## src/rtl/logic_accum_unit.sv

```systemverilog
// rtl/logic_accum_unit.sv - registered eight-function bitwise logic unit with optional accumulator
//
// Ports:
//   clk, reset               rising-edge clock, synchronous active-high reset
//   in_valid / in_ready      input handshake for a, b, op, acc_mode
//   a, b                     WIDTH-bit operands (b unused when acc_mode=1)
//   op                       0 AND, 1 OR, 2 NOT a, 3 NOR, 4 XOR, 5 NAND, 6 XNOR, 7 PASS a
//   acc_mode                 take B from the accumulator and write the result back to it
//   acc_clear                load ACC_INIT into the accumulator on the next edge
//   out_valid / out_ready    output handshake for result, zero, parity
//   result, zero, parity     registered function output and its flags
//   acc                      current accumulator value

module logic_accum_unit #(
    parameter int               WIDTH    = 16,
    parameter logic [WIDTH-1:0] ACC_INIT = '0
) (
    input  logic             clk,
    input  logic             reset,
    input  logic             in_valid,
    output logic             in_ready,
    input  logic [WIDTH-1:0] a,
    input  logic [WIDTH-1:0] b,
    input  logic [2:0]       op,
    input  logic             acc_mode,
    input  logic             acc_clear,
    output logic             out_valid,
    input  logic             out_ready,
    output logic [WIDTH-1:0] result,
    output logic             zero,
    output logic             parity,
    output logic [WIDTH-1:0] acc
);

    localparam logic [2:0] OP_AND  = 3'd0;
    localparam logic [2:0] OP_OR   = 3'd1;
    localparam logic [2:0] OP_NOTA = 3'd2;
    localparam logic [2:0] OP_NOR  = 3'd3;
    localparam logic [2:0] OP_XOR  = 3'd4;
    localparam logic [2:0] OP_NAND = 3'd5;
    localparam logic [2:0] OP_XNOR = 3'd6;
    localparam logic [2:0] OP_PASS = 3'd7;

    logic             accept;
    logic             deliver;
    logic [WIDTH-1:0] operand_b;
    logic [WIDTH-1:0] func_out;

    // The result slot frees up in the same cycle it is drained, so a new
    // operand can enter every cycle while downstream keeps up.
    assign in_ready  = !out_valid || out_ready;
    assign accept    = in_valid && in_ready;
    assign deliver   = out_valid && out_ready;
    assign operand_b = acc_mode ? acc : b;

    always_comb begin
        func_out = '0;
        case (op)
            OP_AND:  func_out = a & operand_b;
            OP_OR:   func_out = a | operand_b;
            OP_NOTA: func_out = ~a;
            OP_NOR:  func_out = ~(a | operand_b);
            OP_XOR:  func_out = a ^ operand_b;
            OP_NAND: func_out = ~(a & operand_b);
            OP_XNOR: func_out = ~(a ^ operand_b);
            OP_PASS: func_out = a;
            default: func_out = '0;
        endcase
    end

    always_ff @(posedge clk) begin
        if (reset) begin
            out_valid <= 1'b0;
            result    <= '0;
            zero      <= 1'b1;
            parity    <= 1'b0;
        end else if (accept) begin
            out_valid <= 1'b1;
            result    <= func_out;
            zero      <= (func_out == '0);
            parity    <= ^func_out;
        end else if (deliver) begin
            out_valid <= 1'b0;
        end
    end

    // Clear takes priority over write-back; the op itself already used the
    // pre-clear accumulator through operand_b.
    always_ff @(posedge clk) begin
        if (reset) begin
            acc <= ACC_INIT;
        end else if (acc_clear) begin
            acc <= ACC_INIT;
        end else if (accept && acc_mode) begin
            acc <= func_out;
        end
    end

endmodule

```

## config.mk

```make
export PLATFORM = sky130hd
export DESIGN_NAME = logic_accum_unit
export DESIGN_NICKNAME = d
export VERILOG_FILES = /design/src/rtl/logic_accum_unit.sv
export SDC_FILE = /design/constraint.sdc
export NUM_CORES = 1
export LEC_CHECK = 0
export CORE_MARGIN = 8
export CORE_UTILIZATION = 55
export CTS_BUF_LIST = sky130_fd_sc_hd__clkbuf_8 sky130_fd_sc_hd__clkbuf_16
export CTS_CLUSTER_DIAMETER = 200
export CTS_CLUSTER_SIZE = 40
export DETAILED_ROUTE_END_ITERATION = 8
export PLACE_DENSITY = 0.86
export SLEW_MARGIN = 20
export SYNTH_ARGS = -nofsm -noshare
export SYNTH_HDL_FRONTEND = slang
export SYNTH_SLANG_ARGS = --single-unit
```

## constraint.sdc

```tcl
create_clock -name clk -period 5.46 [get_ports clk]
set_input_delay 1.092 -clock clk [delete_from_list [all_inputs] [get_ports clk]]
set_output_delay 1.092 -clock clk [all_outputs]
set_load 0.01 [all_outputs]
```

==> results of run 1 <==
[final timing paths]
| path | startpoint | endpoint | slack, ns | depth (start not counted) |
|---|---|---|---|---|
| max | acc_mode | parity | 0.77 | 14 |
| min | acc[6] | acc[6] | 0.48 | 2 |
| max reg2reg | acc[4] | parity | 2.23 | 11 |
| min reg2reg | acc[6] | acc[6] | 0.48 | 2 |
[power by group through the flow]
stage,Sequential [W],Clock [W],Combinational [W]
floorplan,0.000299,0,0.000253
global placement,0.000291,0,0.000371
detailed placement,0.000292,0,0.000384
CTS,0.000286,0.000246,0.000394
global route,0.000288,0.000260,0.000429
finish,0.000286,0.000248,0.000395
[state kept, by name (all words and copies together), names as in the netlist]
register	cells
result	16
parity	1
out_valid	1
acc	16
zero	1
[cells by family (layout without fill, tap and decap cells)]
family / after synthesis / count (layout) / share of synthesized area, %
buffers and inverters: 80 / 135 / 10.6
muxes: 18 / 18 / 5.81
AOI/OAI and AO/OA: 145 / 145 / 30.5
adders and majority gates: 40 / 40 / 14.2
DFF: 35 / 35 / 19.8
and+or+nand+nor: 103 / 103 / 14.4
xor gates and xnor gates: 19 / 19 / 4.71
[tightest hold or removal path, stage by stage, from the launching register on]
cell and delay, ns:
dfxtp_1 0.33, nand2_1 0.06, a21boi_1 0.05
[metrics by stage]
stage                     instances  utilization (%)
after CTS                       572             69.1
final                           572             69.1
after global placement          564             67.2
after floorplan                 440                -
after detailed placement        564             67.2
after global routing            572             69.1
[area by class of cell]
cell class                 instances  area share (%)
clock inverter                     2           0.808
tap                               77            2.22
clock buffer                       6            1.90
sequential                        35            16.2
inverter                          45            3.89
multi-input combinational        325            56.7
timing repair buffer              82            18.3
[cells in the final DEF (no fill, tap or decap), drive strengths merged, types with 2 or more instances in the layout]
| cell type | count |
|---|---|
| a22o | 11 |
| a221oi | 8 |
| a21o | 5 |
| or2 | 2 |
| a211oi | 20 |
| a21oi | 20 |
| mux2i | 16 |
| mux4 | 2 |
| nor3 | 4 |
| o21ai | 36 |
| and2 | 4 |
| nand4 | 2 |
| o21ba | 4 |
| inv | 45 |
| nor2 | 35 |
| o32ai | 6 |
| nand2b | 5 |
| a211o | 6 |
| o211ai | 2 |
| xnor2 | 18 |
| clkdlybuf4s50 | 74 |
| clkbuf | 6 |
| nand2 | 22 |
| ha | 40 |
| nor2b | 16 |
| nand3 | 8 |
| dfxtp | 35 |
| buf | 8 |
| o2111ai | 4 |
| a32o | 9 |
| o21a | 5 |
[routing by layer]
layer / global-route usage (%) / vias up
met4: 11.1 / 0
li1: - / 1681
met1: 25.5 / 1660
met2: 36.9 / 129
met5: 0 / -
met3: 3.90 / 28
==> results by group, run 1 <==
Setup path
  – Max FO, Critical Path: 11
  – Worst path bufs/invs: 3
  – Cell repeated most along the worst path: xnor2_1
  – Crit-path cells: clkdlybuf4s50_1 > buf_4 > mux2i_1 > ha_1 > nor2_1 > a21o_1 > a21oi_1 > o2111ai_1 > inv_1 > ha_1 > xnor2_1 > xnor2_1 > xnor2_1 > a211oi_1
  – Critical Path RT: 5.65 ns
  – WP data arrival: about 4.9 ns
  – Crit end category: flop
  – Crit-path slowest cell: clkdlybuf4s50_1
  – Family with the most delay on the worst path: buffers and inverters
  – Setup Crit Path Kind: in2reg
  – Startpoint types: primary input
  – Crit-path max cell delay: 0.77 ns

Floorplan
  – Die Height: 96.2 µm
  – Total core area: between 6000 and 7000 µm²
  – Die width: 96.2 µm
  – Core Rows: 29
  – Starting density of the core: between 50 and 60%
  – Die area: 9250 µm²
  – # IOs: slightly below 80

Route
  – ANT nets after route: 0
  – Vias: 3498
  – Remaining DRCs: 0
  – Met3 routed WL: just under 600 µm
  – DRT Pass-1 Iters: 4
  – Avg WL per Cell: around 18 µm
  – WL final: ~10 mm
  – Vias per std cell: just over 6
  – Iter 0 DRT Violations: about 240
  – Met1 Wirelength: 4.27 mm
  – Max layer used: met4
  – Routed met2 length: 4.84 mm

Timing
  – TNS Setup: 0 ns
  – Worst relative slew slack: 32.0%
  – Setup violations, final: 0
  – Final worst-path cycle share: 85.9%
  – Final worst slack: about 0.77 ns
  – Slew @ Worst Pin: 1.02 ns
  – Hold Fails Final Rpt: 0
  – Fmax: 213 MHz
  – WHS: between 0.4 and 0.5 ns
  – Slew Viols, Final: 0
  – Clock Skew: 0.0173 ns
  – Minimum clock period: 4.69 ns
  – RSZ-0062 raised after global routing: no

Layout
  – Fillers: 507
  – Combined area of the multi-input logic cells: 2460 µm²
  – Ratio of cells with drive above 1 in the final layout: 7.07%
  – Synthesis-to-finish area growth: 22.7%
  – Ant diodes: 0
  – Final #Nets: 575
  – Final cell area excluding filler cells: 4340 µm²
  – Reg area: 701 µm²

Clock network
  – Htree depth: 2
  – Clk_lat worst skew: 0.30 ns
  – PostCTS Resize Cnt: 0
  – CTS tree: done
  – Sink Count: 35
  – CTS root buf: clkbuf_8
  – Worst-case clock buffer depth: 2
  – Num CTS Buffers: 5
  – Hold_buf cts: 0
  – Post-CTS Setup Inserts: 0
  – Clock slew at reported path FFs: 0.07 ns

Synth
  – Avg Inst Size Synth: 8.03 µm²
  – Warnings, synthesis: 0
  – Netlist cell types: 52
  – Synth async-reset ratio: 0%
  – Synthesized area: 3530 µm²
  – Count leader, synth: inv_1
  – Cell accounting for the most synthesized area: dfxtp_1
  – Dominant synthesized flop cell: dfxtp_1
  – Most area-consuming cells after synthesis: dfxtp_1, ha_1, o21ai_0
  – Post-synth EDFFs: 0
  – Synth Instances: 440
  – Most frequent cells after synthesis: inv_1, ha_1, o21ai_0, dfxtp_1, nor2_1
  – Share of the synthesized area in the top cell type: 19.8%
  – Seq cells post-synth: 35
  – Register area share after synthesis: between 10% and 20%
  – Net Count, Synth: 521

Placement
  – Setup WS pre-CTS: approximately 0.65 ns
  – Number of port buffers: 76
  – Post-Place Cell Area: 4220 µm²
  – Placer Congestion: about 0.85
  – HPWL after DPL: about 7.4 mm

Power
  – Cell Pwr Density: 214 nW/µm²
  – Clock share of power: 26.7%
  – Combinational share of power: a little over two fifths
  – Cell internal pwr: 0.000612 W
  – Lkg Pwr: 1.89 nW
  – Psw: 0.000316 W
  – Max rail drop VDD: 0.225 mV
  – Sequential power share: 30.8%
  – Sw Ratio: 34.1%
  – Design Power: 0.000929 W

Global route
  – First-pass GRT wire length: 16.1 mm
  – All-Layer GR Usage: a little over a fifth
  – Antenna violations before repair: 0
  – Vias in the first global route: 3417
  – Largest net degree at the start of global routing: 55
  – Grt ovf: 0

Worst hold path
  – Hold Path Class: reg2reg

Run
  – Maxcap violations: 0

Outcome
  – Result of the run: finished, final reports clean
No activity file was read; power rests on OpenSTA's default activity.
==> run 2, diff against run 1 <==
--- a/config.mk
+++ b/config.mk
@@ -5,6 +5,7 @@
 export SDC_FILE = /design/constraint.sdc
 export NUM_CORES = 1
 export LEC_CHECK = 0
+export CAP_MARGIN = 0
 export CORE_MARGIN = 8
 export CORE_UTILIZATION = 55
 export CTS_BUF_LIST = sky130_fd_sc_hd__clkbuf_8 sky130_fd_sc_hd__clkbuf_16
==> results of run 2 <==
No change in the layout: final DEF, timing and power equal those of run 1.
